$ cat src/rtl/pe_prec_sequencer.sv
// pe_prec_sequencer: walks the (weight slice, activation slice) pairs of a
// multi-precision dot product through a 2-bit-slice PE. It drives one pair per
// cycle and accumulates the PE partial sums, each shifted by 2*(i+j).
module pe_prec_sequencer #(
    parameter int unsigned LANES    = 4,
    parameter int unsigned SLICE    = 2,
    parameter int unsigned MAX_PREC = 8,
    parameter int unsigned PSUM_W   = 8,
    parameter int unsigned ACC_W    = 24
) (
    input  logic                      CLK,
    input  logic                      RESETn,
    input  logic                      i_start,
    output logic                      o_ready,
    input  logic [1:0]                i_act_prec,
    input  logic [1:0]                i_wgt_prec,
    input  logic                      i_act_signed,
    input  logic                      i_wgt_signed,
    input  logic [LANES*MAX_PREC-1:0] i_act,
    input  logic [LANES*MAX_PREC-1:0] i_wgt,
    output logic [LANES*SLICE-1:0]    o_pe_act,
    output logic [LANES*SLICE-1:0]    o_pe_wgt,
    output logic                      o_pe_signI,
    output logic                      o_pe_signW,
    input  logic [PSUM_W-1:0]         i_pe_psum,
    output logic [ACC_W-1:0]          o_result,
    output logic                      o_valid,
    input  logic                      i_out_ready,
    output logic                      o_err
);

    localparam int unsigned OP_W    = LANES * MAX_PREC;
    localparam int unsigned PE_W    = LANES * SLICE;
    localparam int unsigned IDX_W   = 2;
    localparam int unsigned SHIFT_W = 4;

    typedef enum logic [1:0] {
        IDLE  = 2'd0,
        ISSUE = 2'd1,
        DRAIN = 2'd2,
        DONE  = 2'd3
    } state_t;

    // Precision code to (slice count - 1); 11 is rejected before this is used.
    function automatic logic [IDX_W-1:0] slices_m1(input logic [1:0] prec);
        case (prec)
            2'b00:   slices_m1 = 2'd0;
            2'b01:   slices_m1 = 2'd1;
            default: slices_m1 = 2'd3;
        endcase
    endfunction

    state_t               state, state_d;

    logic [OP_W-1:0]      act_q, wgt_q;
    logic [IDX_W-1:0]     na_m1, nw_m1;
    logic                 act_sgn, wgt_sgn;
    logic [IDX_W-1:0]     i_q, j_q;
    logic                 iss_vld, cap_vld;
    logic [SHIFT_W-1:0]   iss_shift, cap_shift;
    logic [ACC_W-1:0]     acc;

    logic                 legal, accept, last_pair;
    logic [ACC_W-1:0]     psum_ext, acc_add;

    logic [OP_W-1:0]      src_act, src_wgt;
    logic [IDX_W-1:0]     src_na_m1, src_nw_m1;
    logic                 src_as, src_ws;
    logic [IDX_W-1:0]     i_sel, j_sel, i_d, j_d;
    logic                 pair_en;
    logic [PE_W-1:0]      pe_act_d, pe_wgt_d;
    logic                 pe_signI_d, pe_signW_d;
    logic [SHIFT_W-1:0]   iss_shift_d;
    logic [ACC_W-1:0]     acc_d, result_d;
    logic                 valid_d, ready_d, err_d;

    assign legal     = (i_act_prec != 2'b11) && (i_wgt_prec != 2'b11);
    assign accept    = (state == IDLE) && i_start && legal;
    assign last_pair = (i_q == nw_m1) && (j_q == na_m1);

    // Sign-extended PE partial sum folded into the accumulator at its weight.
    assign psum_ext = ACC_W'($signed(i_pe_psum));
    assign acc_add  = cap_vld ? (acc + (psum_ext << cap_shift)) : acc;

    // State register
    always_ff @(posedge CLK) begin
        if (!RESETn) state <= IDLE;
        else         state <= state_d;
    end

    // Next-state logic
    always_comb begin
        state_d = state;
        case (state)
            IDLE:    if (accept)      state_d = ISSUE;
            ISSUE:   if (last_pair)   state_d = DRAIN;
            DRAIN:                    state_d = DONE;
            DONE:    if (i_out_ready) state_d = IDLE;
            default:                  state_d = IDLE;
        endcase
    end

    // Output/datapath next values: the pair to put on the PE bus next cycle
    always_comb begin
        src_act     = act_q;
        src_wgt     = wgt_q;
        src_na_m1   = na_m1;
        src_nw_m1   = nw_m1;
        src_as      = act_sgn;
        src_ws      = wgt_sgn;
        i_sel       = '0;
        j_sel       = '0;
        pair_en     = 1'b0;
        pe_act_d    = '0;
        pe_wgt_d    = '0;
        pe_signI_d  = 1'b0;
        pe_signW_d  = 1'b0;
        iss_shift_d = '0;

        if (state == IDLE) begin
            // First pair comes straight from the inputs on the accept cycle.
            src_act   = i_act;
            src_wgt   = i_wgt;
            src_na_m1 = slices_m1(i_act_prec);
            src_nw_m1 = slices_m1(i_wgt_prec);
            src_as    = i_act_signed;
            src_ws    = i_wgt_signed;
            pair_en   = accept;
        end else if (state == ISSUE) begin
            pair_en = !last_pair;
            if (j_q == na_m1) begin
                i_sel = i_q + 2'd1;
                j_sel = '0;
            end else begin
                i_sel = i_q;
                j_sel = j_q + 2'd1;
            end
        end

        if (pair_en) begin
            for (int k = 0; k < int'(LANES); k++) begin
                pe_act_d[k*SLICE +: SLICE] = src_act[k*MAX_PREC + int'(j_sel)*SLICE +: SLICE];
                pe_wgt_d[k*SLICE +: SLICE] = src_wgt[k*MAX_PREC + int'(i_sel)*SLICE +: SLICE];
            end
            pe_signI_d  = src_as && (j_sel == src_na_m1);
            pe_signW_d  = src_ws && (i_sel == src_nw_m1);
            iss_shift_d = ({2'b00, i_sel} + {2'b00, j_sel}) << 1;
        end

        i_d      = pair_en ? i_sel : i_q;
        j_d      = pair_en ? j_sel : j_q;
        acc_d    = accept ? '0 : acc_add;
        result_d = (state == DRAIN) ? acc_add : o_result;
        valid_d  = (state_d == DONE);
        ready_d  = (state_d == IDLE);
        err_d    = (state == IDLE) && i_start && !legal;
    end

    // Registered outputs, issue/capture pipeline and operand latches
    always_ff @(posedge CLK) begin
        if (!RESETn) begin
            act_q      <= '0;
            wgt_q      <= '0;
            na_m1      <= '0;
            nw_m1      <= '0;
            act_sgn    <= 1'b0;
            wgt_sgn    <= 1'b0;
            i_q        <= '0;
            j_q        <= '0;
            iss_vld    <= 1'b0;
            iss_shift  <= '0;
            cap_vld    <= 1'b0;
            cap_shift  <= '0;
            acc        <= '0;
            o_pe_act   <= '0;
            o_pe_wgt   <= '0;
            o_pe_signI <= 1'b0;
            o_pe_signW <= 1'b0;
            o_result   <= '0;
            o_valid    <= 1'b0;
            o_ready    <= 1'b1;
            o_err      <= 1'b0;
        end else begin
            if (accept) begin
                act_q   <= i_act;
                wgt_q   <= i_wgt;
                na_m1   <= slices_m1(i_act_prec);
                nw_m1   <= slices_m1(i_wgt_prec);
                act_sgn <= i_act_signed;
                wgt_sgn <= i_wgt_signed;
            end
            i_q        <= i_d;
            j_q        <= j_d;
            iss_vld    <= pair_en;
            iss_shift  <= iss_shift_d;
            cap_vld    <= iss_vld;
            cap_shift  <= iss_shift;
            acc        <= acc_d;
            o_pe_act   <= pe_act_d;
            o_pe_wgt   <= pe_wgt_d;
            o_pe_signI <= pe_signI_d;
            o_pe_signW <= pe_signW_d;
            o_result   <= result_d;
            o_valid    <= valid_d;
            o_ready    <= ready_d;
            o_err      <= err_d;
        end
    end

endmodule

$ cat config.mk
export PLATFORM = sky130hd
export DESIGN_NAME = pe_prec_sequencer
export DESIGN_NICKNAME = d
export VERILOG_FILES = /design/src/rtl/pe_prec_sequencer.sv
export SDC_FILE = /design/constraint.sdc
export NUM_CORES = 1
export LEC_CHECK = 0
export ABC_AREA = 1
export BUFFER_PORTS_ARGS = -buffer_cell sky130_fd_sc_hd__buf_2
export CORE_ASPECT_RATIO = 1.1
export CORE_MARGIN = 5
export CORE_UTILIZATION = 25
export DETAILED_ROUTE_END_ITERATION = 7
export MAX_ROUTING_LAYER = met4
export PLACE_DENSITY = 0.39
export SETUP_SLACK_MARGIN = 0.2
export SLEW_MARGIN = 20
export SYNTH_ARGS = -nofsm -noshare
export SYNTH_HDL_FRONTEND = slang
export SYNTH_SLANG_ARGS = --single-unit
$ cat constraint.sdc
create_clock -name CLK -period 2.8 [get_ports CLK]
set_input_delay 0.28 -clock CLK [delete_from_list [all_inputs] [get_ports CLK]]
set_output_delay 0.28 -clock CLK [all_outputs]
set_load 0.005 [all_outputs]
== Word-level counts from Yosys, hierarchy flattened ==
Cells that the tools add are included.

* Output and inout bits: 45
* Bits in writable memories: 0
* Bits of input ports: 82
* Word-level logic and storage cells: 91
* Bits in latches: 0
* Memories kept: 0
* Register bits after elaboration: 155
* Memory bits (read-only): 0

* Add/sub/neg operators: 10
* Bitwise operators: 1
* Reductions and logical operators: 15
* Eq/ne operators: 12
* $lt $le $gt $ge: 0
* Shifts and indexed selects: 9
* Muxes and demuxes: 21
* Div/mod/pow operators: 0
* $mul: 0

{| class="wikitable"
|+ Operators with widths
! operator !! number
|-
| $shiftx 32x7->2 || 4
|-
| $mux 32 || 2
|-
| $shiftx 32x4->2 || 2
|-
| $shiftx 32x6->2 || 2
|-
| $add 24x24->24 || 1
|-
| $add 5x3->6 const A || 4
|-
| $mux 24 || 1
|-
| $shl 24x4->24 || 1
|-
| $mux 2 || 11
|-
| $add 4x3->5 const A || 2
|-
| $eq 2x2->1 || 4
|-
| $logic_not 2->1 || 4
|-
| $pmux 2 s2 || 2
|-
| $pmux 2 s4 || 1
|-
| $logic_and 1x1->1 || 7
|-
| $eq 2x1->1 const B || 3
|-
| $eq 2x2->1 const B || 3
|-
| $add 2x1->2 const B || 2
|-
| $mux 1 || 4
|-
| $ne 2x2->1 const B || 2
|-
| $add 2x2->3 || 1
|-
| $logic_not 1->1 || 2
|-
| $reduce_and 2->1 || 1
|-
| $reduce_or 2->1 || 1
|-
| $not 1->1 || 1
|}

== Depth between registers and ports, before layout ==
Gate-level depths: netlist of the first run.

* Depth after elaboration: 6
* Mapped depth: 20
* Mapped depth without buffers: 20

== Worst setup path after synthesis of the first run ==
OpenSTA, ideal clock, no wires.

* Path kind: reg-to-reg
* Start: register cap_shift[2]
* End: register o_result[16]
* Clock period less this slack: 2426 ps
* Setup time: 109 ps
* Cell stages (with the launch flop): 18
* Data arrival time: 2317 ps
* Path buffers: 2
* Data required time: 2691 ps
* Path slack: 374 ps
* Cells stage by stage: dfxtp_1 clkbuf_1 inv_1 clkbuf_1 nor2_1 nor2_1 o21ai_0 ha_1 nand2_1 inv_1 a21oi_1 inv_1 a21oi_1 nand3b_1 nand3_1 nand3_1 nand2_1 inv_1

* Cells in the longest elaborated chain, start to end: 3

{| class="wikitable"
|+ RTL lines
! item !! line !! RTL
|-
| from (decl) || 60 || <nowiki>logic [SHIFT_W-1:0] iss_shift, cap_shift;</nowiki>
|-
| from (signal assigned) || 197 || <nowiki>cap_shift <= iss_shift;</nowiki>
|-
| $shl 24x4->24 || 83 || <nowiki>assign acc_add = cap_vld ? (acc + (psum_ext << cap_shift)) : acc;</nowiki>
|-
| $add 24x24->24 || 83 ||
|-
| $mux 24 || 83 ||
|-
| to (signal assigned) || 203 || <nowiki>o_result <= result_d;</nowiki>
|-
| to (decl) || 26 || <nowiki>output logic [ACC_W-1:0] o_result,</nowiki>
|}

Every way passes these cells.
A chain may end at the register's enable or synchronous reset.

== Worst setup path in the final report of the first run ==
* Start: register cap_shift[1]
* End: register o_result[8]

Same word-level chain as after synthesis.

==> impl_metrics.tcl, run 1 <==
set metrics [dict create \
    status "finished clean" \
    wl_mm 29.4 \
    required_ps 3130 \
    synth_seq_cells 153 \
    placed_area_sq_um 9650 \
    critical_path_class "reg2reg" \
    multiInputGateArea_sq_um 5270 \
    ant_nets 0 \
    final_hold_viol_count 0 \
    drive_gt1_frac 0.302 \
    grt_pass1_vias 8443 \
    post-route-util 0.350 \
    synth_cell_type_count 36 \
    cap_violations 0 \
    relSlewSlack 0.318 \
    pwr-share-comb 0.286 \
    worst_setup_path_start_kind "flop" \
    antenna_found_initial 5 \
    finalCritPeriodShare 0.896 \
    p_leak_nw 5.40 \
    drc 0 \
    synth_compound_area_frac 0.145 \
    synthArstFlopShare 0 \
    cp-end-kind "flop" \
    synthMuxAreaShare 0.00243 \
    grt_usage 0.163 \
    path_clk_slew_ps 70 \
    numCtsBuffers 17 \
    core-area_sq_um 32500 \
    start_util 0.254 \
    cts.hold.buffers_added 0 \
    fp.dieH_um 201 \
    min_period_ps 2510 \
    synthFlopType "dfxtp_1" \
    seqCellArea_sq_um 3070 \
    whs_ps 70.8 \
    fmax_ghz 0.399 \
    fp-row-count 69 \
    dr_total_vias 8400 \
    grt-ovfl-total 0 \
    avgSynthCellArea_sq_um 6.51 \
    clockBufferDepth 2 \
    crit_arrival_ps 2840 \
    cts.sinks 153 \
    seq_power_share 0.371 \
    setup_viol 0 \
    min_path_type "in2reg" \
    drt_iter0_markers 329 \
    dp.cells 1820 \
    port_buffers 126 \
    synth_top_family_by_area "simple AND/OR/NAND/NOR gates" \
    seq_area_frac_synth 0.371 \
    p_sw_mw 2.39 \
    clk_latency_ps 430 \
    grt_max_degree 72 \
    ir_drop_uv 360 \
    swShare 0.344 \
    critPathMaxFanout 7 \
    finalMaxSlewViolations 0 \
    synth_area_sq_um 8250 \
    layout.cells.non_filler 1876 \
    synth_fp_nets 1374 \
    synthXorXnorAreaFrac 0.0159 \
    power.density_nw_per_um2 611 \
    fill_cells 3593 \
    yosys.area_share.simple 0.324 \
    grt_setup_unrepaired "true" \
    cts_tree "yes" \
    die_area_sq_um 36700 \
    gp_congestion 0.868 \
    via_per_inst 4.48 \
    grt_pass1_wl_mm 46.4 \
    die_x_um 183 \
    synth-adder-area-share 0.0413 \
    synth_warnings 0 \
    internal_power_mw 4.56 \
    nets 1540 \
    dp.final_hpwl_mm 20.8 \
    clock_power_share 0.343 \
    drt-wirelength-per-cell_um 15.6 \
    htree_levels 4 \
    pin_count 127 \
    synth_edf_count 0 \
    final_area_sq_um 11400 \
    fin_worst_skew_ps 14.8 \
    synthCells 1266 \
    dr.pass1.iters 5 \
    cts-root-buf "clkbuf_16" \
    area_growth_pct 37.8 \
    tightest_slew_ps 1020 \
]
-- through the flow --
stage          setup WS, ps  power [mW]  TNS [ps]
2_1_floorplan           374        3.75         0
3_3_place_gp           -327        4.39     -3540
3_5_place_dp           -284        4.39     -2560
4_1_cts                 170        6.89         0
5_1_grt                 155        7.41         0
6_report                291        6.94         0
-- what timing repair did --
item | 4_1_cts | 5_1_grt
gates resized for setup | 58 | 212
endpoints found under the hold margin | 0 | 0
buffers inserted | 7 | 11
gates cloned | 0 | 1
pin swaps | 15 | 73
setup endpoints to repair | 37 | 39
-- worst paths after layout --
check          startpoint     endpoint  slack, ps  cells after the start
min             i_wgt[18]    wgt_q[18]         70                      3
max          cap_shift[1]  o_result[8]        290                     20
max reg2reg  cap_shift[1]  o_result[8]        290                     20
min reg2reg       iss_vld      cap_vld        410                      2
-- area by class of cell --
cell class                      count  area share
Multi-Input combinational cell    906       0.464
Sequential cell                   153       0.270
Timing Repair Buffer              205       0.117
Inverter                          149      0.0499
Tap cell                          426      0.0469
Clock buffer                       20      0.0393
Clock inverter                     12      0.0124
Antenna cell                        5     0.00110
-- worst max-delay path: stages, from the launching register on --
cell	delay, ps
dfxtp_4	360
buf_12	140
nand2_2	80
o21ai_4	70
nand2_1	60
o21ai_1	60
buf_4	160
nor2_4	140
ha_4	230
buf_4	140
nand2_4	80
inv_1	40
nand2_1	70
nand2_2	70
inv_2	70
nand2_4	60
xor2_1	160
o21bai_1	130
buf_4	160
a21o_1	100
inv_1	30
-- sequential cells by signal (all words and copies together), names as in the netlist, 3 cells and up --
register	count
o_result	24
act_q	32
o_pe_wgt	8
cap_shift	3
wgt_q	32
acc	24
iss_shift	3
o_pe_act	8
-- cell families (layout without fill, tap and decap cells) --
kind of cell,after synthesis,after routing
simple gates,644,644
other cells,0,5
xor+xnor,15,15
fa+ha+maj,26,26
buf+inv,207,386
flops,153,153
mux,2,2
compound gates,219,219
-- power by group through the flow --
| stage | combinational [mW] | sequential [mW] | clock, mW |
|---|---|---|---|
| final | 1.98 | 2.58 | 2.38 |
| after global routing | 2.24 | 2.61 | 2.56 |
| after CTS | 1.84 | 2.58 | 2.47 |
| after detailed placement | 1.77 | 2.62 | 0 |
| after global placement | 1.77 | 2.62 | 0 |
| after floorplan | 1.15 | 2.59 | 0 |
-- cell usage after synthesis, types with 3 or more instances --
master    count  area share
nor2_1      224        0.10
nand3b_1      6      0.0055
nand2_2       3      0.0023
nand3_1      75       0.046
a21oi_1      65       0.039
xnor2_1       9      0.0096
o211ai_1     35       0.032
inv_2         5      0.0023
nor3_1        3      0.0018
buf_6         4      0.0055
nor2_4        4      0.0055
inv_1       142       0.065
or2_2         4      0.0030
dfxtp_1     153        0.37
buf_2        10      0.0061
clkbuf_1     41       0.019
nand4_1       7      0.0053
ha_1         24       0.036
a31oi_1       3      0.0023
o21ai_0     111       0.067
nand2_1     307        0.14
nand3_2       8      0.0097
xor2_1        6      0.0064
-- cells in the final DEF, fill, tap and decap left out, drive strengths merged, types with 3 or more instances in the layout --
cell    instances
a21oi          65
a31oi           3
buf           204
clkbuf         21
clkinv          7
dfxtp         153
diode           5
ha             24
inv           151
nand2         310
nand3          84
nand3b          6
nand4           7
nor2          228
nor3            3
o211ai         35
o21ai         111
or2             4
xnor2           9
xor2            6
-- routing by layer --
layer / wire length (um) / GRT usage
met1: 13100 / 0.197
met3: 1230 / 0.0355
met4: 274 / 0.0351
met2: 14700 / 0.279
met5: 0 / -
Note: power is estimated with default switching activity, not from simulation.
==> inputs of run 2 (changes only) <==
==> constraint.sdc (replaced) <==
create_clock -name CLK -period 3.03 [get_ports CLK]
set_input_delay 0.303 -clock CLK [delete_from_list [all_inputs] [get_ports CLK]]
set_output_delay 0.303 -clock CLK [all_outputs]
set_load 0.005 [all_outputs]
==> run 2 against run 1 <==
Register-to-register slack gained 100 ps; clock skew is 5.4 ps lower; non-clock buffer count is 37 lower; largest cell class unchanged; largest power group unchanged.
==> impl_metrics.tcl, run 2 (same netlist as run 1, synthesis figures left out) <==
set metrics [dict create \
    status "finished clean" \
    r2r-start "cap_shift[1]" \
    grt_usage 0.159 \
    final_cell_mix "303 x nand2_1, 219 x nor2_1, 151 x dfxtp_1, 140 x inv_1, 126 x buf_2" \
    relSlewSlack 0.419 \
    min_path_type "in2reg" \
    cts_tree "yes" \
    dp.final_hpwl_mm 20.5 \
    worst_setup_path_start_kind "flop" \
    drt_iter0_markers 391 \
    drive_gt1_frac 0.173 \
    internal_power_mw 4.12 \
    drt-met1-wl_mm 12.8 \
    grt_max_degree 72 \
    top_layer "met4" \
    wl_mm 28.3 \
    antenna_found_initial 8 \
    p_sw_mw 2.10 \
    dr_wl_met2_mm 13.9 \
    clockBufferDepth 2 \
    finalCritPeriodShare 0.870 \
    fmax_ghz 0.379 \
    clk_latency_ps 450 \
    required_ps 3370 \
    numCtsBuffers 17 \
    pwr-share-comb 0.254 \
    min_period_ps 2640 \
    dp.cells 1799 \
    clock_power_share 0.364 \
    cp_cell_sequence "nor2_1 > a21oi_1 > nand2_1 > o21ai_1 > o21ai_1 > ha_1 > nand2_2 > inv_1 > nand2_1 > nand2_1 > inv_1 > nand3_2 > nand2_1 > nand3_1 > nand3_1 > nand3_1 > nand2_1 > inv_1" \
    drt-wirelength-per-cell_um 15.4 \
    critical_path.top_delay_family "simple AND/OR/NAND/NOR gates" \
    p_leak_nw 5.05 \
    ir_drop_uv 548 \
    critical_path_class "reg2reg" \
    layout_commonest_cell "nand2_1" \
    whs_ps 80.5 \
    cts.hold.buffers_added 0 \
    area_growth_pct 23.1 \
    htree_levels 4 \
    cts.sinks 153 \
    finalMaxSlewViolations 0 \
    power.density_nw_per_um2 612 \
    core-area_sq_um 32500 \
    die_x_um 183 \
    final_hold_viol_count 0 \
    worst_slack_ps 394 \
    grt_setup_unrepaired "true" \
    layout.cells.non_filler 1842 \
    grt_pass1_vias 8150 \
    wl_met3_mm 1.03 \
    tightest_slew_ps 871 \
    crit_arrival_ps 2980 \
    fp-row-count 69 \
    fin_worst_skew_ps 9.36 \
    setup_viol 0 \
    pin_count 127 \
    drc 0 \
    gp_congestion 0.907 \
    crit_buf_inv 3 \
    fp.dieH_um 201 \
    dp_worst_setup_slack_ps -87.1 \
    grt_pass1_wl_mm 44.7 \
    crit_top_cell "nand2_1" \
    port_buffers 126 \
    hp-start "i_wgt[7]" \
    grt-ovfl-total 0 \
    nets 1503 \
    die_area_sq_um 36700 \
    cp-startpoint "cap_shift[1]" \
    placed_area_sq_um 9440 \
    ant_nets 0 \
    cts-root-buf "clkbuf_16" \
    cp-end-kind "flop" \
    dr_total_vias 8184 \
    via_per_inst 4.44 \
    p_total_mw 6.22 \
    cap_violations 0 \
    slowest_delay_ps 420 \
    dr.pass1.iters 5 \
    swShare 0.337 \
    start_util 0.254 \
    path_clk_slew_ps 70 \
    reg_top3 "act_q (32), wgt_q (32)" \
    crit_slowest_cell "dfxtp_4" \
    final_area_sq_um 10200 \
    critPathMaxFanout 13 \
    seq_power_share 0.382 \
]
[run 2: changes by cell type in the layout (fill, tap and decap cells not counted), moves of 12 or more]
cell / before / now
ha_4: 15 / 0
nand2_1: 249 / 303
nand3_2: 26 / 12
inv_1: 128 / 140
nand2_4: 15 / 0
o21ai_2: 12 / 0
nor2_1: 194 / 219
ha_1: 5 / 22
nor2_4: 24 / 5
o21ai_0: 86 / 99
nand3_1: 55 / 71
buf_4: 65 / 42
nand2_2: 46 / 7
[run 2: routing by layer]
metal  track usage  vias up
li1              -     4300
met2         0.269      124
met1         0.189     3731
met3        0.0344       29
met4        0.0519        0
met5             -        -
[run 2: path summary, 6_finish.rpt]
check        cells past startpoint  slack [ps]            to
max                             18         390  o_result[17]
min                              3          80      wgt_q[7]
max reg2reg                     18         390  o_result[17]
min reg2reg                      2         410       cap_vld
[run 2: area by class of cell]
cell class | instances | area, sq um
Multi-Input combinational cell | 906 | 4420
Clock inverter | 13 | 169
Tap cell | 426 | 533
Timing Repair Buffer | 168 | 946
Clock buffer | 19 | 433
Antenna cell | 8 | 20.0
Sequential cell | 153 | 3070
Fill cell | 3651 | 22300
Inverter | 149 | 559
[run 2: stage by stage]
step / setup TNS, ps / utilization
floorplan: 0 / -
global placement: -51.8 / 0.291
detailed placement: -87.1 / 0.291
CTS: 0 / 0.310
global route: 0 / 0.313
finish: 0 / 0.313
[run 2: power groups by stage]
| stage | Clock (mW) | Sequential, mW | Combinational [mW] |
|---|---|---|---|
| after CTS | 2.34 | 2.38 | 1.60 |
| after floorplan | 0 | 2.40 | 1.06 |
| after global routing | 2.41 | 2.41 | 1.81 |
| after detailed placement | 0 | 2.42 | 1.59 |
| final | 2.26 | 2.38 | 1.58 |
| after global placement | 0 | 2.42 | 1.59 |
[run 2: worst reg2reg max path, delay by kind of cell (launching register included)]
kind                     cells  cell delay (ps)
adder cells (fa/ha/maj)      1              380
AND/OR/NAND/NOR             11             1110
flip-flops                   1              420
buffers and inverters        3              200
AO/OA/AOI/OAI                3              440
[run 2: timing repair]
item                                    4_1_cts  5_1_grt
resized for setup                             6       29
cloned                                        0        0
setup buffers                                 0        3
endpoints found under the setup margin       16       32
pin swaps                                     0        6
==> inputs of run 3 (changes only) <==
--- a/config.mk
+++ b/config.mk
@@ -5,7 +5,6 @@
 export SDC_FILE = /design/constraint.sdc
 export NUM_CORES = 1
 export LEC_CHECK = 0
-export ABC_AREA = 1
 export BUFFER_PORTS_ARGS = -buffer_cell sky130_fd_sc_hd__buf_2
 export CORE_ASPECT_RATIO = 1.1
 export CORE_MARGIN = 5
@@ -14,7 +13,7 @@
 export MAX_ROUTING_LAYER = met4
 export PLACE_DENSITY = 0.39
 export SETUP_SLACK_MARGIN = 0.2
-export SLEW_MARGIN = 20
+export SLEW_MARGIN = 15
 export SYNTH_ARGS = -nofsm -noshare
 export SYNTH_HDL_FRONTEND = slang
 export SYNTH_SLANG_ARGS = --single-unit
==> run 3 against run 2 <==
Final area is 0.79% lower; power is 11% lower; register-to-register slack worse by 300 ps; global-route usage down 1.6 points; critical path depth is 4 lower; maximum frequency shrank 10%; combinational power down 28%; setup slack got worse by 300 ps.
==> impl_metrics.tcl, run 3 <==
set metrics [dict create \
    reg_top3 "act_q (32), wgt_q (32)" \
    dr.pass1.iters 5 \
    fin_worst_skew_ps 9.88 \
    status "finished clean" \
    drc 0 \
    finalCritPeriodShare 0.969 \
    die_area_sq_um 32700 \
    synthCells 922 \
    core-area_sq_um 28800 \
    dr_total_vias 6884 \
    grt_usage 0.143 \
    avgSynthCellArea_sq_um 7.92 \
    dp.final_hpwl_mm 16.2 \
    clk_latency_ps 420 \
    fmax_ghz 0.341 \
    crit_top_cell "a31oi_2" \
    required_ps 3320 \
    relSlewSlack 0.445 \
    cp_cell_sequence "buf_6 > mux2i_4 > nand2_1 > o21ai_2 > nor2_1 > ha_1 > and3_4 > o211a_1 > o31a_1 > o211ai_4 > a31oi_2 > or3_1 > a31oi_2 > a21oi_1" \
    synth_warnings 0 \
    port_buffers 126 \
    whs_path_depth 3 \
    cp-end-kind "flop" \
    ys_top_cells_by_count "208 x nand2_1, 153 x dfxtp_1, 127 x a21oi_1" \
    path_clk_slew_ps 70 \
    drive_gt1_frac 0.318 \
    grt_setup_unrepaired "true" \
    dp.cells 1435 \
    worst_slack_ps 94.1 \
    setup_viol 0 \
    min_path_type "in2reg" \
    synth_edf_count 0 \
    tightest_slew_ps 832 \
    synthArstFlopShare 0 \
    critical_path_class "reg2reg" \
    ff2ff_path_depth 14 \
    wl_mm 23.0 \
    nets 1207 \
    crit_buf_inv 1 \
    min_period_ps 2940 \
    area_growth_pct 37.9 \
    crit_arrival_ps 3220 \
    layout_commonest_cell "nand2_1" \
    ant_nets 0 \
    drt-wirelength-per-cell_um 15.5 \
    htree_levels 4 \
    fill_cells 3102 \
    power.density_nw_per_um2 548 \
    numCtsBuffers 17 \
    gp_congestion 0.840 \
    synth_area_leader_cell "dfxtp_1" \
    finalMaxSlewViolations 0 \
    pin_count 127 \
    final_cell_mix "204 x nand2_1, 150 x dfxtp_1, 126 x buf_2, 114 x a21oi_1, 80 x buf_4" \
    dp_worst_setup_slack_ps -310 \
    grt_pass1_vias 7067 \
    whs_ps 109 \
    synth_fp_nets 1030 \
    synthFlopType "dfxtp_1" \
    start_util 0.254 \
    fp.dieH_um 189 \
    clockBufferDepth 2 \
    seq_area_frac_synth 0.419 \
    grt-ovfl-total 0 \
    cts_tree "yes" \
    antenna_found_initial 4 \
    ir_drop_uv 237 \
    fp-row-count 65 \
    netlist_top_cells_area "dfxtp_1 42%, nand2_1 11%, a21oi_1 8.7%" \
    critical_path.top_delay_family "compound AO/OA/AOI/OAI gates" \
    layout.cells.non_filler 1483 \
    via_per_inst 4.64 \
    worst_setup_path_start_kind "flop" \
    grt_max_degree 49 \
    cp.depth 14 \
    critPathMaxFanout 6 \
    synth_seq_cells 153 \
    grt_pass1_wl_mm 36.9 \
    synth_cell_type_count 53 \
    yosysMostFrequentCell "nand2_1" \
    cap_violations 0 \
    cts-root-buf "clkbuf_16" \
    final_hold_viol_count 0 \
    cts.hold.buffers_added 0 \
    p_total_mw 5.52 \
    crit_slowest_cell "dfxtp_4" \
    synth_top_area_share 0.419 \
    cts.sinks 153 \
    synth_area_sq_um 7300 \
    p_leak_nw 4.06 \
    slowest_delay_ps 400 \
    drt_iter0_markers 280 \
    die_x_um 173 \
]
-- run 3: changes by cell type after synthesis, moves of 35 or more --
cell and change:
a211oi_1 +47, a21oi_1 +62, inv_1 -128, nand2_1 -99, nand3_1 -68, nor2_1 -157
o211ai_1 -35, o21ai_0 -70
-- run 3: logic make-up (layout without fill, tap and decap cells) --
family	count (synthesis)	in the layout	synth area share
AO/OA/AOI/OAI	263	263	0.214
XOR/XNOR	22	22	0.0264
adder cells (fa/ha/maj)	26	26	0.0466
buffers and inverters	72	261	0.0380
flip-flops	153	153	0.419
multiplexers	35	35	0.0486
other	0	4	0
AND/OR/NAND/NOR	351	351	0.207
-- run 3: what timing repair did --
item                       CTS  global route
setup endpoints to repair   33            32
setup buffers               10             3
resized for setup           63            68
pin swaps                   26            34
-- run 3: through the flow --
step	utilization	cell area [sq um]	TNS (ps)
5_1_grt	0.350	10100	-77.2
4_1_cts	0.337	9710	0
3_3_place_gp	0.306	8820	-3710
2_1_floorplan	-	7360	0
3_5_place_dp	0.306	8820	-3630
6_report	0.350	10100	0
-- run 3: area by class of cell --
class	count	area, sq um	share of cell area
antenna	4	10.0	0.000994
inverter	14	52.6	0.00522
sequential	153	3070	0.305
timing repair buffer	216	1360	0.135
clock inverter	10	120	0.0119
multi-input combinational	697	4530	0.450
clock buffer	21	470	0.0467
tap	368	460	0.0457
-- run 3: metal layers --
layer / track usage / share of wire
met3: 0.0347 / 0.038
met4: 0.0322 / 0.010
met2: 0.242 / 0.49
met5: - / 0
met1: 0.173 / 0.46
-- run 3: worst paths after layout --
kind,startpoint,endpoint,slack [ps]
setup / recovery,cap_shift[1],o_result[16],90
hold / removal,i_act[11],act_q[11],110
setup reg to reg,cap_shift[1],o_result[16],90
hold reg to reg,iss_shift[2],cap_shift[2],430
-- run 3: worst register-to-register path, cell delays in order, from the launching register on --
cell      delay (ps)
dfxtp_4          400
buf_6            110
mux2i_4          260
nand2_1          100
o21ai_2           80
nor2_1            70
ha_1             340
and3_4           200
o211a_1          100
o31a_1           150
o211ai_4         250
a31oi_2          130
or3_1            340
a31oi_2          190
a21oi_1           80
-- run 3: report_power, final --
part / total, mW / switching (mW) / internal (mW)
Combinational: 1.13 / 0.646 / 0.480
Clock: 2.15 / 0.873 / 1.28
Sequential: 2.25 / 0.0845 / 2.16
Total: 5.52 / 1.60 / 3.92
